File: src/rtl/fir_switch_sequencer_if.sv
// Switch/frame handshake bundle between the board-side driver
// and the filter-selection sequencer.
interface fir_switch_sequencer_if #(
    parameter int N_FILTERS = 4
);
    logic [N_FILTERS-1:0] sw_raw;
    logic                 frame_done;
    logic [N_FILTERS-1:0] sw_sel;
    logic                 mute;
    logic                 sel_update;
    logic                 busy;

    modport master (
        output sw_raw,
        output frame_done,
        input  sw_sel,
        input  mute,
        input  sel_update,
        input  busy
    );

    modport slave (
        input  sw_raw,
        input  frame_done,
        output sw_sel,
        output mute,
        output sel_update,
        output busy
    );
endinterface

File: src/rtl/fir_switch_sequencer.sv
// Debounces filter-select switches and swaps the FIR selection
// only at frame boundaries, wrapped in a fixed-length mute window.
module fir_switch_sequencer #(
    parameter int N_FILTERS       = 4,
    parameter int DEBOUNCE_CYCLES = 1_000_000,
    parameter int MUTE_FRAMES     = 64
) (
    input  logic                 clk,
    input  logic                 reset,
    fir_switch_sequencer_if.slave bus
);
    localparam int DW = $clog2(DEBOUNCE_CYCLES);
    localparam int FW = $clog2(MUTE_FRAMES + 1);
    localparam logic [DW-1:0] DB_MAX = DW'(DEBOUNCE_CYCLES - 1);
    localparam logic [FW-1:0] F_MAX  = FW'(MUTE_FRAMES - 1);

    typedef enum logic [1:0] {
        RUN  = 2'd0,
        ARM  = 2'd1,
        HOLD = 2'd2
    } state_t;

    state_t state;
    state_t state_nx;

    logic [N_FILTERS-1:0] sync1;
    logic [N_FILTERS-1:0] sw_sync;
    logic [N_FILTERS-1:0] cand;
    logic [N_FILTERS-1:0] stable;
    logic [N_FILTERS-1:0] sw_sel;
    logic [DW-1:0]        db_cnt;
    logic [FW-1:0]        f_cnt;
    logic                 mute;
    logic                 sel_update;
    logic                 pending;
    logic                 do_swap;
    logic                 do_unmute;
    logic                 do_count;

    assign pending = (stable != sw_sel);

    always_ff @(posedge clk) begin
        if (reset) begin
            sync1   <= '0;
            sw_sync <= '0;
        end else begin
            sync1   <= bus.sw_raw;
            sw_sync <= sync1;
        end
    end

    // db_cnt saturates so a held value keeps re-asserting stable
    always_ff @(posedge clk) begin
        if (reset) begin
            cand   <= '0;
            db_cnt <= '0;
            stable <= '0;
        end else if (sw_sync != cand) begin
            cand   <= sw_sync;
            db_cnt <= '0;
        end else if (db_cnt == DB_MAX) begin
            stable <= cand;
        end else begin
            db_cnt <= db_cnt + DW'(1);
        end
    end

    always_ff @(posedge clk) begin
        if (reset) begin
            state <= RUN;
        end else begin
            state <= state_nx;
        end
    end

    always_comb begin
        state_nx = state;
        unique case (state)
            RUN: begin
                if (pending) state_nx = ARM;
            end
            ARM: begin
                if (!pending) begin
                    state_nx = RUN;
                end else if (bus.frame_done) begin
                    state_nx = HOLD;
                end
            end
            HOLD: begin
                if (bus.frame_done && !pending && f_cnt == F_MAX) begin
                    state_nx = RUN;
                end
            end
            default: state_nx = RUN;
        endcase
    end

    always_comb begin
        do_swap   = 1'b0;
        do_unmute = 1'b0;
        do_count  = 1'b0;
        unique case (state)
            ARM: begin
                do_swap = bus.frame_done && pending;
            end
            HOLD: begin
                if (bus.frame_done) begin
                    if (pending) begin
                        do_swap = 1'b1;
                    end else if (f_cnt == F_MAX) begin
                        do_unmute = 1'b1;
                    end else begin
                        do_count = 1'b1;
                    end
                end
            end
            default: begin
                do_swap = 1'b0;
            end
        endcase
    end

    // a swap inside HOLD restarts the mute window from zero
    always_ff @(posedge clk) begin
        if (reset) begin
            sw_sel     <= '0;
            mute       <= 1'b0;
            sel_update <= 1'b0;
            f_cnt      <= '0;
        end else begin
            sel_update <= do_swap;
            if (do_swap) begin
                sw_sel <= stable;
                mute   <= 1'b1;
                f_cnt  <= '0;
            end else if (do_unmute) begin
                mute   <= 1'b0;
            end else if (do_count) begin
                f_cnt  <= f_cnt + FW'(1);
            end
        end
    end

    assign bus.sw_sel     = sw_sel;
    assign bus.mute       = mute;
    assign bus.sel_update = sel_update;
    assign bus.busy       = (state != RUN);
endmodule

File: src/flat_wrapper.sv
// flat-port wrapper written by rule: the top's interface ports become plain ports
module fir_switch_sequencer_flat 
#(
    parameter int N_FILTERS       = 4,
    parameter int DEBOUNCE_CYCLES = 1_000_000,
    parameter int MUTE_FRAMES     = 64
)
  (clk, reset, bus_sw_raw, bus_frame_done, bus_sw_sel, bus_mute, bus_sel_update, bus_busy);
  fir_switch_sequencer_if #(.N_FILTERS(N_FILTERS)) bus_i ();
  input  logic clk;
  input  logic reset;
  input wire logic [$bits(bus_i.sw_raw)-1:0] bus_sw_raw;
  input wire logic [$bits(bus_i.frame_done)-1:0] bus_frame_done;
  output wire logic [$bits(bus_i.sw_sel)-1:0] bus_sw_sel;
  output wire logic [$bits(bus_i.mute)-1:0] bus_mute;
  output wire logic [$bits(bus_i.sel_update)-1:0] bus_sel_update;
  output wire logic [$bits(bus_i.busy)-1:0] bus_busy;
  assign bus_i.sw_raw = bus_sw_raw;
  assign bus_i.frame_done = bus_frame_done;
  assign bus_sw_sel = bus_i.sw_sel;
  assign bus_mute = bus_i.mute;
  assign bus_sel_update = bus_i.sel_update;
  assign bus_busy = bus_i.busy;
  fir_switch_sequencer #(.N_FILTERS(N_FILTERS), .DEBOUNCE_CYCLES(DEBOUNCE_CYCLES), .MUTE_FRAMES(MUTE_FRAMES)) u_core (.clk(clk), .reset(reset), .bus(bus_i));
endmodule
File: config.mk
export PLATFORM = sky130hd
export DESIGN_NAME = fir_switch_sequencer_flat
export DESIGN_NICKNAME = d
export VERILOG_FILES = /design/src/rtl/fir_switch_sequencer_if.sv /design/src/rtl/fir_switch_sequencer.sv /design/src/flat_wrapper.sv
export SDC_FILE = /design/constraint.sdc
export NUM_CORES = 1
export LEC_CHECK = 0
export CAP_MARGIN = 20
export CORE_UTILIZATION = 41
export CTS_CLUSTER_DIAMETER = 40
export DETAILED_ROUTE_END_ITERATION = 10
export PLACE_DENSITY = 0.67
export SLEW_MARGIN = 0
export SYNTH_ARGS = -nofsm -noshare
export SYNTH_HDL_FRONTEND = slang
export SYNTH_SLANG_ARGS = --single-unit
File: constraint.sdc
create_clock -name clk -period 1.6 [get_ports clk]
set_input_delay 0.32 -clock clk [delete_from_list [all_inputs] [get_ports clk]]
set_output_delay 0.32 -clock clk [all_outputs]
set_load 0.1 [all_outputs]
==> results of run 1 <==
-- flip-flops by register name, indices dropped and copies added, names as in the netlist --
name and count:
u_core.db_cnt 20, u_core.f_cnt 7, u_core.bus.sw_sel 4, u_core.cand 4
u_core.stable 4, u_core.sw_sync 4, u_core.sync1 4, u_core.state 2
u_core.bus.mute 1, u_core.bus.sel_update 1
-- synthesized netlist by cell type (2+ instances only) --
cell | number | area, um2
dfxtp_1 | 51 | 1021
buf_6 | 2 | 22.52
nor2_1 | 16 | 60.06
and3b_1 | 2 | 17.52
nor3_1 | 10 | 50.05
inv_1 | 8 | 30.03
and4_1 | 4 | 35.03
o21ai_0 | 10 | 50.05
nand4_1 | 13 | 81.33
clkbuf_2 | 2 | 10.01
and3_1 | 4 | 25.02
mux2i_1 | 4 | 40.04
nor2b_1 | 12 | 75.07
mux2_2 | 4 | 45.04
or3_2 | 2 | 15.01
a31oi_1 | 2 | 12.51
nand3_1 | 10 | 50.05
xor2_1 | 9 | 78.83
clkbuf_1 | 7 | 26.28
xnor2_1 | 8 | 70.07
o31ai_1 | 10 | 75.07
or3_1 | 5 | 31.28
or4_1 | 6 | 45.04
a21oi_1 | 20 | 100.1
a21o_1 | 2 | 15.01
ha_1 | 5 | 62.56
nand2_1 | 8 | 30.03
buf_2 | 2 | 10.01
nor3b_1 | 4 | 30.03
and2_1 | 4 | 25.02
-- power by group through the flow --
stage	registers (mW)	logic (mW)	clock network [mW]
2_1_floorplan	1.31	0.0708	0
3_3_place_gp	1.32	0.116	0
4_1_cts	1.29	0.120	0.834
5_1_grt	1.29	0.137	0.892
6_report	1.29	0.123	0.801
3_5_place_dp	1.32	0.119	0
-- cells by family (layout without fill, tap and decap cells) --
kind of cell,count (synthesis),count (layout)
muxes,8,8
buffers and inverters,23,65
DFF,51,51
xor gates and xnor gates,17,17
adders and majority gates,5,5
and+or+nand+nor,108,108
AOI/OAI and AO/OA,50,50
-- layout make-up --
cell class              instances  area, um2
clock buffers                   5      68.82
clock inverters                 3      28.78
fillers                       497       2460
inverters                       8      32.53
multi-input cells             188       1361
flip-flops and latches         51       1055
well taps                      72      90.09
repair buffers                 49      478.0
-- through the flow --
step / TNS [ns] / instances / hold slack, ns / utilization (%) / instance area, um2
6_report: -0.007597 / 376 / 0.4492 / 55.87 / 3114
5_1_grt: -0.1775 / 376 / 0.4732 / 55.87 / 3114
4_1_cts: 0 / 375 / 0.4549 / 53.65 / 2990
3_5_place_dp: -1.013 / 365 / 0.4287 / 51.31 / 2860
3_3_place_gp: -0.7954 / 365 / 0.4160 / 51.31 / 2860
2_1_floorplan: -0.0005730 / 262 / 0.4138 / - / 2411
-- metal layers --
metal  vias up  routed length (um)  GRT usage, %
met5         -                   0             0
met4         0                  32         4.815
met3         2                 101         3.721
met2        24                2328         28.60
met1       927                2262         19.78
li1       1030                   -             -
-- final timing paths --
path | depth (start not counted) | slack (ns) | start | to
min reg2reg | 1 | 0.45 | u_core.sync1[0] | u_core.sw_sync[0]
max reg2reg | 6 | -0.008 | u_core.state[0] | u_core.f_cnt[4]
max | 6 | -0.008 | u_core.state[0] | u_core.f_cnt[4]
min | 1 | 0.45 | u_core.sync1[0] | u_core.sw_sync[0]
-- what timing repair did --
| action | 4_1_cts | 5_1_grt |
|---|---|---|
| resized for setup | 9 | 40 |
| setup endpoints to repair | 9 | 22 |
| setup buffers | 2 | 1 |
| pin swaps | 3 | 4 |
==> results.sh, run 1 <==
export IMPL_status="complete, but fails checks"
export IMPL_violations="negative setup slack"
export IMPL_period_share_pct=100.5
export IMPL_synthAdderAreaFrac_pct=2.616
export IMPL_antenna_found_initial=0
export IMPL_setup_viol=1
export IMPL_cts_root_buf="clkbuf_8"
export IMPL_initialDrtViolationCount=68
export IMPL_io_buffers=13
export IMPL_drive_gt1_share_pct=33.88
export IMPL_synth_seq_area_share_pct=42.70
export IMPL_die_w_um=78.37
export IMPL_vias=1983
export IMPL_crit_buf_inv=1
export IMPL_wire_per_inst_um=12.57
export IMPL_core_area_mm2=0.005574
export IMPL_final_cell_mix="34 x buf_4, 34 x dfxtp_1, 16 x a21oi_1, 16 x nor2_1, 13 x nand4_1"
export IMPL_h_tree_depth=2
export IMPL_initial_utilization_pct=42.90
export IMPL_power_switching_mw=0.5442
export IMPL_gp_congestion=0.7939
export IMPL_critical_path_cell_chain="inv_2 -> ha_4 -> nand2_2 -> or3_4 -> or4_4 -> a21oi_2"
export IMPL_fin_crit_ns=1.608
export IMPL_drc_errors=0
export IMPL_clk_pin_slew_ns=0.10
export IMPL_crit_path_end_kind="flop"
export IMPL_fmax_mhz=622.0
export IMPL_grt_first_pass_wirelength_um=8148
export IMPL_synth_area_mux_share_pct=3.558
export IMPL_slew_headroom_pct=59.22
export IMPL_place_hpwl_um=3344
export IMPL_dp_slack_ns=-0.2438
export IMPL_drtPass1Iterations=4
export IMPL_hold_viol_final=0
export IMPL_syn_to_final_growth_pct=30.25
export IMPL_clockPowerShare_pct=36.3
export IMPL_routed_wl_um=4725
export IMPL_pwr_share_seq_pct=58.2
export IMPL_worst_slew_pin_slew_ns=0.6070
export IMPL_async_flop_share_pct=0
export IMPL_netSwitchingFraction_pct=24.63
export IMPL_ant_nets=0
export IMPL_p_per_area_mw_per_mm2=709.4
export IMPL_synth_xor_area_share_pct=6.227
export IMPL_power_share_combinational_pct=5.5
export IMPL_fin_skew_ns=0.006751
export IMPL_grt_max_degree=20
export IMPL_power_mw=2.209
export IMPL_clk_latency_ns=0.30
export IMPL_timing_final_max_slew_violations=0
export IMPL_ys_flop_type="dfxtp_1"
export IMPL_crit_arrival_ns=1.85
export IMPL_dieArea_mm2=0.006141
export IMPL_num_nets_final=315
export IMPL_syn_cell_area_mm2=0.002391
export IMPL_track_usage_pct=16.31
export IMPL_fin_ws_ns=-0.007597
export IMPL_yosys_warnings=0
export IMPL_ir_drop_mv=0.7106
export IMPL_cpPeakStageDelay_ns=0.42
export IMPL_rsz0062_at_grt="yes"
export IMPL_synth_top_family_by_area="simple AND/OR/NAND/NOR gates"
export IMPL_synthDistinctLibCells=46
export IMPL_min_path_type="reg2reg"
export IMPL_ys_ff_latch=51
export IMPL_synth_edf_count=0
export IMPL_synth_compound_area_share_pct=12.77
export IMPL_required_ns=1.84
export IMPL_via_per_inst=5.274
export IMPL_rows=27
export IMPL_cts_buffers_inserted=5
export IMPL_worstSetupPathType="reg2reg"
export IMPL_intPower_mw=1.665
export IMPL_clock_path_buffers=2
export IMPL_critPathLaunchType="flop"
export IMPL_die_y_um=78.37
export IMPL_grt_pass1_vias=1948
export IMPL_antenna_cells=0
export IMPL_syn_num_nets=274
export IMPL_clock_sinks=51
export IMPL_p_leak_nw=1.155
export IMPL_io_pins=14
export IMPL_max_cap_viol_count=0
export IMPL_critPathMaxFanout=3
export IMPL_synthSimpleGateAreaFrac_pct=27.26
export IMPL_crit_slowest_cell="or4_4"
export IMPL_syn_inst=262
export IMPL_postSynthAreaPerCell_um2=9.126
export IMPL_grt_overflow_total=0
export IMPL_crit_family="simple AND/OR/NAND/NOR gates"
export IMPL_holdBufCountCts=0
export IMPL_cts_tree="yes"
Power figures use the tool's default switching activity.
==> run 2, diff against run 1 <==
--- a/config.mk
+++ b/config.mk
@@ -9,7 +9,7 @@
 export CORE_UTILIZATION = 41
 export CTS_CLUSTER_DIAMETER = 40
 export DETAILED_ROUTE_END_ITERATION = 10
-export PLACE_DENSITY = 0.67
+export PLACE_DENSITY = 0.64
 export SLEW_MARGIN = 0
 export SYNTH_ARGS = -nofsm -noshare
 export SYNTH_HDL_FRONTEND = slang
==> constraint.sdc (replaced) <==
create_clock -name clk -period 1.7 [get_ports clk]
set_input_delay 0.34 -clock clk [delete_from_list [all_inputs] [get_ports clk]]
set_output_delay 0.34 -clock clk [all_outputs]
set_load 0.1 [all_outputs]
==> run 2 against run 1 <==
Net effect:
- the flow now finishes without violations
- critical path depth did not move
- register-to-register slack better by 0.06 ns
- power down 6.6%
- combinational power is 9% lower
- via count down 0.25%
- non-clock buffer count shrank 5
- sequential share of layout area up 0.96 points
- sequential cell count stayed put
- die area did not move
- cell area is 4.3% lower
- fmax down 2.6%
- critical path type unchanged
- critical endpoint is now u_core.f_cnt[5]
- largest cell class unchanged
==> results.sh, run 2 (synthesis results as in run 1) <==
export IMPL_status="completed"
export IMPL_required_ns=1.95
export IMPL_ir_drop_mv=0.4487
export IMPL_routed_wl_um=4536
export IMPL_layout_cells_most_common="dfxtp_1"
export IMPL_die_w_um=78.37
export IMPL_cts_root_buf="clkbuf_8"
export IMPL_via_per_inst=5.332
export IMPL_fmax_mhz=606.0
export IMPL_place_inst=363
export IMPL_fin_crit_ns=1.650
export IMPL_dieArea_mm2=0.006141
export IMPL_multiInputGateArea_mm2=0.001281
export IMPL_grt_pass1_vias=1856
export IMPL_grt_overflow_total=0
export IMPL_h_tree_depth=2
export IMPL_grt_first_pass_wirelength_um=7935
export IMPL_num_nets_final=310
export IMPL_ant_nets=0
export IMPL_final_seq_area_mm2=0.001039
export IMPL_clk_pin_slew_ns=0.10
export IMPL_period_share_pct=97.06
export IMPL_hold_viol_final=0
export IMPL_cts_buffers_inserted=5
export IMPL_holdWs_ns=0.4472
export IMPL_fill_cells=550
export IMPL_clock_sinks=51
export IMPL_final_cell_mix="45 x dfxtp_1, 30 x buf_4, 19 x a21oi_1, 16 x nor2_1, 13 x nand4_1"
export IMPL_max_cap_viol_count=0
export IMPL_fin_skew_ns=0.006368
export IMPL_vias=1978
export IMPL_critPathMaxFanout=3
export IMPL_crit_path_end_kind="flop"
export IMPL_die_y_um=78.37
export IMPL_io_buffers=13
export IMPL_holdBufCountCts=0
export IMPL_p_leak_nw=1.106
export IMPL_gp_congestion=0.8063
export IMPL_timing_final_max_slew_violations=0
export IMPL_grt_max_degree=21
export IMPL_rows=27
export IMPL_rsz0062_at_grt="no"
export IMPL_clk_latency_ns=0.31
export IMPL_drive_gt1_share_pct=24.41
export IMPL_critPathLaunchType="flop"
export IMPL_drc_errors=0
export IMPL_initial_utilization_pct=42.90
export IMPL_p_per_area_mw_per_mm2=691.9
export IMPL_min_path_type="reg2reg"
export IMPL_largest_reg_flops=20
export IMPL_track_usage_pct=16.24
export IMPL_crit_arrival_ns=1.90
export IMPL_initialDrtViolationCount=53
export IMPL_io_pins=14
export IMPL_worst_slew_pin_slew_ns=0.5072
export IMPL_wire_per_inst_um=12.23
export IMPL_antenna_cells=0
export IMPL_reg_top3="u_core.db_cnt x20, u_core.f_cnt x7"
export IMPL_place_hpwl_um=3413
export IMPL_antenna_found_initial=0
export IMPL_drtPass1Iterations=4
export IMPL_final_instance_count_excl_fill=371
export IMPL_core_area_mm2=0.005574
export IMPL_worstSetupPathType="reg2reg"
export IMPL_fin_util_pct=53.49
export IMPL_tns_ns=0
export IMPL_clock_path_buffers=2
export IMPL_slew_headroom_pct=65.93
export IMPL_regMostFlops="u_core.db_cnt"
export IMPL_setup_viol=0
export IMPL_syn_to_final_growth_pct=24.70
export IMPL_cts_tree="yes"
-- run 2: cell types whose count changed in the layout (fill, tap and decap cells not counted), moves of 3 or more --
cell / delta
or4_1: +3
or4_4: -3
dfxtp_2: -10
dfxtp_1: +11
buf_4: -4
a21oi_2: -3
and4_4: -3
a21oi_1: +3
-- run 2: cell type report --
class	instances	share of cell area, %
well taps	72	3.021
clock inverters	3	0.9232
repair buffers	44	14.94
clock buffers	5	2.308
inverters	8	1.007
multi-input cells	188	42.97
flip-flops and latches	51	34.83
-- run 2: worst max-delay path: stages (launching register included) --
cell and delay (ns):
dfxtp_2 0.34, inv_2 0.06, ha_2 0.19, nand2_2 0.06, or3_4 0.37, or4_4 0.42
a21oi_2 0.15
-- run 2: path summary, 6_finish.rpt --
check                  start  cells past startpoint  slack, ns                 to
min          u_core.sync1[0]                      1       0.45  u_core.sw_sync[0]
max reg2reg  u_core.state[0]                      6       0.05    u_core.f_cnt[5]
min reg2reg  u_core.sync1[0]                      1       0.45  u_core.sw_sync[0]
max          u_core.state[0]                      6       0.05    u_core.f_cnt[5]
-- run 2: metrics by stage --
| stage | setup slack (ns) | power [mW] | instance area (um2) |
|---|---|---|---|
| final | 0.04990 | 2.063 | 2982 |
| after global routing | 0.002224 | 2.164 | 2982 |
| after CTS | 0.001583 | 2.098 | 2954 |
| after detailed placement | -0.2044 | 1.351 | 2855 |
| after global placement | -0.1747 | 1.349 | 2855 |
| after floorplan | 0.07842 | 1.304 | 2406 |
-- run 2: layer usage --
metal  track usage, %  up-vias  part of all wire [%]
li1                 -     1027                     -
met1            18.84      924                    47
met2            28.42       21                    49
met3            3.605        6                   2.3
met4            7.222        0                   1.6
met5                0        -                     0
-- run 2: where the power goes --
| part | internal (mW) | total (mW) | switching [mW] |
|---|---|---|---|
| logic | 0.0527 | 0.112 | 0.0592 |
| clock network | 0.305 | 0.740 | 0.435 |
| registers | 1.20 | 1.21 | 0.00808 |
| total | 1.56 | 2.06 | 0.502 |
-- run 2: timing repair --
| item | 4_1_cts | 5_1_grt |
|---|---|---|
| gates resized for setup | 1 | 10 |
| endpoints found under the hold margin | 0 | 0 |
| endpoints found under the setup margin | 1 | 10 |
| gates cloned | 0 | 0 |
| buffers inserted | 0 | 0 |
